`src/rtl/p2s_pkg.sv`:
```
// p2s_pkg: shared state encoding and default frame geometry for the serial display chain
package p2s_pkg;
  localparam logic [2:0] ST_IDLE = 3'd0;
  localparam logic [2:0] ST_SETUP = 3'd1;
  localparam logic [2:0] ST_HIGH = 3'd2;
  localparam logic [2:0] ST_LATCH = 3'd3;
  localparam logic [2:0] ST_DONE = 3'd4;
  localparam int DEF_WIDTH = 16;
  localparam int DEF_DIV = 2;
  typedef enum logic [2:0] {
    IDLE = ST_IDLE,
    SETUP = ST_SETUP,
    HIGH = ST_HIGH,
    LATCH = ST_LATCH,
    DONE = ST_DONE
  } state_t;
endpackage

```
`src/rtl/tick_divider.sv`:
```
// tick_divider: one-cycle tick every DIV clk cycles, restarted by clear
module tick_divider #(
  parameter int DIV = 2
) (
  input  logic clk,
  input  logic rst_n,
  input  logic clear,
  output logic tick
);
  localparam int DW = $clog2(DIV + 1);
  logic [DW-1:0] cnt;
  assign tick = cnt == DW'(DIV - 1);
  always_ff @(posedge clk)
    if (!rst_n || clear || tick) cnt <= '0;
    else cnt <= cnt + DW'(1);
endmodule

```
`src/rtl/p2s_shift_tx.sv`:
```
// p2s_shift_tx: shifts a parallel word out to the serial display chain, then pulses its latch enable
module p2s_shift_tx
  import p2s_pkg::*;
#(
  parameter int WIDTH = DEF_WIDTH,
  parameter int DIV = DEF_DIV,
  parameter bit MSB_FIRST = 1'b1
) (
  input  logic             clk,
  input  logic             rst_n,
  input  logic             start,
  input  logic [WIDTH-1:0] data,
  output logic             busy,
  output logic             done,
  output logic             sclk,
  output logic             sdat,
  output logic             sen
);
  localparam int CW = $clog2(WIDTH);
  state_t state, state_n;
  logic [WIDTH-1:0] shadow, shadow_n;
  logic [CW-1:0] bit_cnt, bit_cnt_n;
  logic tick, clear;
  tick_divider #(.DIV(DIV)) u_div (
    .clk  (clk),
    .rst_n(rst_n),
    .clear(clear),
    .tick (tick)
  );
  assign clear = state_n != state;
  always_comb begin
    state_n = state;
    shadow_n = shadow;
    bit_cnt_n = bit_cnt;
    unique case (state)
      IDLE: if (start) begin
        state_n = SETUP;
        shadow_n = data;
        bit_cnt_n = CW'(WIDTH - 1);
      end
      SETUP: state_n = tick ? HIGH : SETUP;
      HIGH: if (tick) begin
        if (bit_cnt == '0) state_n = LATCH;
        else begin
          state_n = SETUP;
          shadow_n = MSB_FIRST ? shadow << 1 : shadow >> 1;
          bit_cnt_n = bit_cnt - CW'(1);
        end
      end
      LATCH: state_n = tick ? DONE : LATCH;
      default: state_n = IDLE;
    endcase
  end
  // outputs are decoded from the next state so they leave the flops glitch-free
  always_ff @(posedge clk)
    if (!rst_n) begin
      state <= IDLE;
      shadow <= '0;
      bit_cnt <= '0;
      busy <= 1'b0;
      done <= 1'b0;
      sclk <= 1'b0;
      sdat <= 1'b0;
      sen <= 1'b0;
    end else begin
      state <= state_n;
      shadow <= shadow_n;
      bit_cnt <= bit_cnt_n;
      busy <= state_n == SETUP || state_n == HIGH || state_n == LATCH;
      done <= state_n == DONE;
      sclk <= state_n == HIGH;
      sdat <= (state_n == SETUP || state_n == HIGH) && (MSB_FIRST ? shadow_n[WIDTH-1] : shadow_n[0]);
      sen <= state_n == LATCH;
    end
endmodule

```
`config.mk`:
```
export PLATFORM = sky130hd
export DESIGN_NAME = p2s_shift_tx
export DESIGN_NICKNAME = d
export VERILOG_FILES = /design/src/rtl/p2s_pkg.sv /design/src/rtl/tick_divider.sv /design/src/rtl/p2s_shift_tx.sv
export SDC_FILE = /design/constraint.sdc
export NUM_CORES = 1
export LEC_CHECK = 0
export ABC_AREA = 1
export CAP_MARGIN = 30
export CORE_MARGIN = 10
export CORE_UTILIZATION = 47
export CTS_CLUSTER_DIAMETER = 50
export DETAILED_ROUTE_END_ITERATION = 7
export PLACE_DENSITY = 0.85
export SYNTH_ARGS = -nofsm -noshare
export SYNTH_HDL_FRONTEND = slang
export SYNTH_SLANG_ARGS = --single-unit
```
`constraint.sdc`:
```
create_clock -name clk -period 1.35 [get_ports clk]
set_input_delay 0.405 -clock clk [delete_from_list [all_inputs] [get_ports clk]]
set_output_delay 0.405 -clock clk [all_outputs]
set_load 0.02 [all_outputs]
```
==> results of run 1 <==
area by class of cell:
cell class / instances / area share
repair buffers: 42 / 0.192
clock buffers: 7 / 0.0230
multi-input cells: 140 / 0.427
inverters: 13 / 0.0274
flip-flops and latches: 30 / 0.310
well taps: 33 / 0.0210
sequential cells by signal (all words and copies together), names as in the netlist:
signal and flops:
u_div.cnt 2, shadow 16, busy 1, sen 1
state 3, done 1, bit_cnt 4, sdat 1
sclk 1
metal layers:
metal  share of wire  wire length [um]  track usage
met5               0                 0            0
met4           0.019                62       0.0742
met3           0.041               137       0.0237
met2            0.47              1560        0.173
met1            0.47              1580        0.143
where the power goes:
part	internal [W]	leakage, nW	switching (W)
clock network	0.000196	0.0254	0.000286
logic	0.000287	0.591	0.000342
registers	0.000962	0.249	0.0000575
stage by stage:
stage,std cells,hold slack (ps),util
6_report,265,442,0.659
5_1_grt,265,460,0.659
4_1_cts,262,443,0.620
3_5_place_dp,254,426,0.597
3_3_place_gp,254,411,0.597
2_1_floorplan,188,398,-
critical path, delay by kind of cell, from the launching register on:
family | cells | cell delay [ps]
simple gates | 6 | 570
compound gates | 1 | 160
flops | 1 | 360
buf+inv | 1 | 120
logic make-up after synthesis:
kind of cell,count (synthesis)
AND/OR/NAND/NOR,114
XOR/XNOR,1
buffers and inverters,19
AO/OA/AOI/OAI,22
adder cells (fa/ha/maj),2
flip-flops,30
synthesized netlist by cell type, types with 2 or more instances:
library cell / instances / area [um2]
nor2_1: 21 / 78.8
nand2_2: 4 / 25.0
clkbuf_1: 2 / 7.51
inv_2: 4 / 15.0
inv_1: 8 / 30.0
nand2_1: 51 / 191
ha_1: 2 / 25.0
a21oi_1: 10 / 50.1
a21oi_2: 9 / 78.8
nand2_4: 3 / 33.8
nand3_1: 24 / 120
nor4_1: 2 / 12.5
o21ai_0: 2 / 10.0
dfxtp_1: 30 / 601
worst min-delay path by stage:
stage | start | end | slack [ps] | cells after the start
floorplan | u_div.cnt[0] | u_div.cnt[0] | 400 | 1
global placement | u_div.cnt[0] | u_div.cnt[0] | 410 | 1
detailed placement | u_div.cnt[0] | u_div.cnt[0] | 430 | 1
CTS | u_div.cnt[0] | u_div.cnt[0] | 440 | 1
global route | u_div.cnt[0] | u_div.cnt[0] | 460 | 1
finish | u_div.cnt[0] | u_div.cnt[0] | 440 | 1
repair_timing:
| action | CTS | global route |
|---|---|---|
| hold buffers | 0 | 0 |
| gates resized for setup | 17 | 32 |
| buffers inserted | 1 | 2 |
| pin swaps | 1 | 9 |
| cloned | 0 | 1 |
| setup endpoints to repair | 21 | 22 |
==> results by group, run 1 <==
GRT
  • Number of global-route vias before repair: 1229
  • Largest net degree at the start of global routing: 20
  • Total grt overflow: 0
  • Antenna violations before repair: 0
  • Gr usage total: 0.114
  • First-pass GRT wire length: 5040 um

Run status
  • Outcome: completed

CTS
  • Num CTS Buffers: 5
  • Clk root buf: clkbuf_4
  • Worst skew pair latency: 330 ps
  • Max clock buf depth: 2
  • H-tree level count: 2
  • Clock Pin Slew Worst Setup and Hold Paths: 90 ps
  • Clock sinks: 30
  • CTS tree: done

Synthesis
  • Post-synthesis compound-gate area fraction: 0.102
  • Asr flop ratio synth: 0
  • Most used DFF post-synth: dfxtp_1
  • Post-synthesis xor/xnor area fraction: 0.00610
  • Post-synthesis simple-gate area fraction: 0.387
  • Post-synth EDFFs: 0
  • Synth Register Bits: 30
  • Largest family of logic cells by synthesized area: simple AND/OR/NAND/NOR gates
  • Number of library cell types mapped by synthesis: 30
  • Mean post-synth cell area: 7.64 um2
  • Sequential area share after synthesis: 0.418
  • Multiplexer share of the synthesized area: 0
  • Post-Synthesis Cell Area: 1440 um2
  • Number of cells produced by synthesis: 188
  • Synth Area in Adders: 0.0174
  • Yosys warns: 0
  • Syn_nets: 209

Cells and area
  • Fraction of layout cells with a size suffix above 1: 0.336
  • Design Area, Final: 1960 um2
  • Area of the multi-input gates: 837 um2
  • Fillers: 227
  • Commonest non-fill, non-tap cell in the layout: nand2_1
  • FF+latch area: 608 um2
  • Post-layout net count: 253
  • Commonest non-fill, non-tap cells in the layout: 47 x nand2_1, 24 x dfxtp_1, 22 x nand3_1
  • Area Overhead vs Synth: 36.6%
  • Ant. Diodes: 0

Critical path
  • CP Capture Type: register
  • Crit-path max FO: 9
  • Critical Path RT: 1580 ps
  • Setup slack, reg-to-reg: 30 ps
  • Reg2Reg Depth: 8
  • Critical path's largest stage delay: 360 ps
  • Most used cell, CP: nand2_4
  • Setup CP Type: reg2reg
  • CP Launch Point: state[2]
  • Crit path to: shadow[7]
  • CP startpoint kind: register
  • Worst R2R End: shadow[7]
  • Critical path's slowest cell: dfxtp_2
  • Worst-path cell chain: inv_2, nand2_4, nor2_8, nand2_4, nand2_4, nand2_4, a21oi_2, nor2_1
  • Arr. time, crit path: 1550 ps
  • RR Startpoint: state[2]

STA
  • Setup TNS: 0 ps
  • Max Clock Skew: 4.61 ps
  • Slew HR: 0.858
  • Fmax: 755 MHz
  • Final WS setup: 25.9 ps
  • Unrepaired setup endpoints after global routing: true
  • Final hold vios: 0
  • Final setup viols: 0
  • Final max-slew violation count: 0
  • Post-route clock period utilization: 0.981
  • Worst-Margin Slew: 211 ps
  • Min cycle time layout: 1320 ps

Detailed routing
  • DRT Wirelength: 3340 um
  • Wire length per cell: 12.6 um
  • Remaining DRCs: 0
  • Post-DRT Antenna Nets: 0
  • Drt pass-1 iters: 4
  • Vias per cell: 5.15
  • DRT iter0 DRCs: 71
  • Vias: 1364

Floorplanning
  • Die area: 5670 um2
  • Initial Util: 0.482
  • Die Y: 75.3 um
  • Row count: 20
  • Die width: 75.3 um
  • # IOs: 24
  • Core box area: 2980 um2

Placed design
  • DP Worst Slack: -359 ps
  • Final GP Congestion: 0.893
  • Port Buf Inserts: 23
  • Post-DP Area: 1780 um2
  • Post-DP HPWL: 2190 um

Job
  • MaxCap Viol Count: 0

Min path
  • Worst min path class: reg2reg

Power
  • Pleak: 0.865 nW
  • Pwr Density: 1090 nW/um2
  • Total power draw: 0.00213 W
  • Worst vdd ir: 704 uV
Power figures use the tool's default switching activity.
==> inputs of run 2 (changes only) <==
--- a/config.mk
+++ b/config.mk
@@ -7,7 +7,7 @@
 export LEC_CHECK = 0
 export ABC_AREA = 1
 export CAP_MARGIN = 30
-export CORE_MARGIN = 10
+export CORE_MARGIN = 2
 export CORE_UTILIZATION = 47
 export CTS_CLUSTER_DIAMETER = 50
 export DETAILED_ROUTE_END_ITERATION = 7
==> constraint.sdc (replaced) <==
create_clock -name clk -period 1.35 [get_ports clk]
set_input_delay 0.27 -clock clk [delete_from_list [all_inputs] [get_ports clk]]
set_output_delay 0.27 -clock clk [all_outputs]
set_load 0.02 [all_outputs]
==> run 2 against run 1 <==
Clock skew increased by 8.7 ps. Sequential power about the same. Maximum frequency increased by 2.8%. Sequential share of layout area increased by 0.96 points. Via count decreased by 2.7%. Routed wire length decreased by 11%. Largest power group unchanged. Highest routed layer unchanged.
==> results by group, run 2 (synthesized netlist as in run 1, its figures left out) <==
Run status
  • Outcome: completed

Job
  • MaxCap Viol Count: 0

Critical path
  • Worst Path Buf+Inv: 2
  • Reg2Reg Depth: 10
  • Crit-path max FO: 5
  • Worst-path cell chain: inv_2, ha_4, nand2_4, nor2_4, nand3_1, nand2_1, inv_1, nand2_1, nand2_1, nor2_1
  • Setup CP Type: reg2reg
  • CP Capture Type: register
  • CP startpoint kind: register
  • Critical Path RT: 1620 ps
  • Levels on crit path: 10
  • Arr. time, crit path: 1550 ps
  • Critical path's largest stage delay: 320 ps
  • Critical path's slowest cell: dfxtp_2
  • Worst path top cell family by delay: simple AND/OR/NAND/NOR gates
  • Most used cell, CP: nand2_1

Power
  • Pleak: 0.859 nW
  • Pwr Density: 1120 nW/um2
  • Worst vdd ir: 734 uV

Cells and area
  • Final core utilization: 0.639
  • Design Area, Final: 1900 um2
  • Area Overhead vs Synth: 32.5%
  • Post-layout net count: 248
  • Final non-filler cell total: 261
  • Commonest non-fill, non-tap cells in the layout: 49 x nand2_1, 24 x dfxtp_1, 22 x nand3_1
  • Commonest non-fill, non-tap cell in the layout: nand2_1
  • Reg with most FFs: shadow
  • Ant. Diodes: 0
  • Top flop regs: shadow x16, bit_cnt x4, state x3
  • Fraction of layout cells with a size suffix above 1: 0.272
  • Number of flip-flops in the largest register: 16

STA
  • Final hold vios: 0
  • Worst-Margin Slew: 215 ps
  • Slew HR: 0.855
  • Fmax: 776 MHz
  • Unrepaired setup endpoints after global routing: true
  • Min cycle time layout: 1290 ps
  • Max Clock Skew: 13.3 ps
  • WHS: 432 ps
  • Post-route clock period utilization: 0.954
  • Final max-slew violation count: 0
  • Final setup viols: 0
  • Final WS setup: 61.9 ps

Min path
  • Worst min path class: reg2reg
  • Hold Path Depth: 1

Placed design
  • Post-DP Area: 1750 um2
  • Post-DP HPWL: 2020 um
  • Dpl cells: 250
  • DP Worst Slack: -209 ps
  • Port Buf Inserts: 23
  • Final GP Congestion: 0.845

CTS
  • H-tree level count: 2
  • Clk root buf: clkbuf_4
  • Clock Pin Slew Worst Setup and Hold Paths: 80 ps
  • Hold-fix buffers, CTS: 0
  • CTS tree: done
  • Worst skew pair latency: 340 ps
  • Num CTS Buffers: 5
  • Max clock buf depth: 2
  • Clock sinks: 30

Floorplanning
  • Row count: 20
  • Initial Util: 0.482
  • Die Y: 59.3 um
  • Core box area: 2980 um2
  • # IOs: 24
  • Die area: 3510 um2
  • Die width: 59.3 um

GRT
  • Largest net degree at the start of global routing: 20
  • First-pass GRT wire length: 4620 um
  • Gr usage total: 0.177
  • Total grt overflow: 0
  • Number of global-route vias before repair: 1100
  • Antenna violations before repair: 0

Detailed routing
  • Vias per cell: 5.08
  • Remaining DRCs: 0
  • DRT Wirelength: 2950 um
  • Wire length per cell: 11.3 um
  • DRT iter0 DRCs: 21
  • Vias: 1327
  • Post-DRT Antenna Nets: 0
  • Drt pass-1 iters: 4
run 2: metal layers:
metal  global-route usage  wire length (um)  part of all wire
met1                0.225              1330              0.45
met2                0.267              1430              0.48
met3               0.0415               118             0.040
met5                    0                 0                 0
met4                0.117                75             0.025
run 2: through the flow:
stage	TNS, ps	total power (W)
after floorplan	0	0.00138
after global placement	-2750	0.00153
after detailed placement	-3530	0.00154
after CTS	0	0.00208
after global routing	-140	0.00225
final	0	0.00213
run 2: worst paths after layout:
kind / start / to / slack, ps
max reg2reg: u_div.cnt[1] / sdat / 60
max: u_div.cnt[1] / sdat / 60
min reg2reg: u_div.cnt[0] / u_div.cnt[0] / 430
min: u_div.cnt[0] / u_div.cnt[0] / 430
run 2: timing repair:
item                       CTS  global route
pin swaps                    2             7
gates resized for setup      8            22
setup endpoints to repair   22            23
setup buffers                0             3
run 2: layout make-up:
cell class              count  area (um2)
well taps                  33        41.3
multi-input cells         139         795
fillers                   241        1070
clock inverters             1        5.00
clock buffers               7        55.1
inverters                  13        51.3
flip-flops and latches     30         608
repair buffers             38         348
run 2: power by group:
group / internal [W] / switching, W / leakage, nW
registers: 0.000962 / 0.0000525 / 0.249
clock network: 0.000252 / 0.000295 / 0.0353
logic: 0.000256 / 0.000315 / 0.575
total: 0.00147 / 0.000663 / 0.859
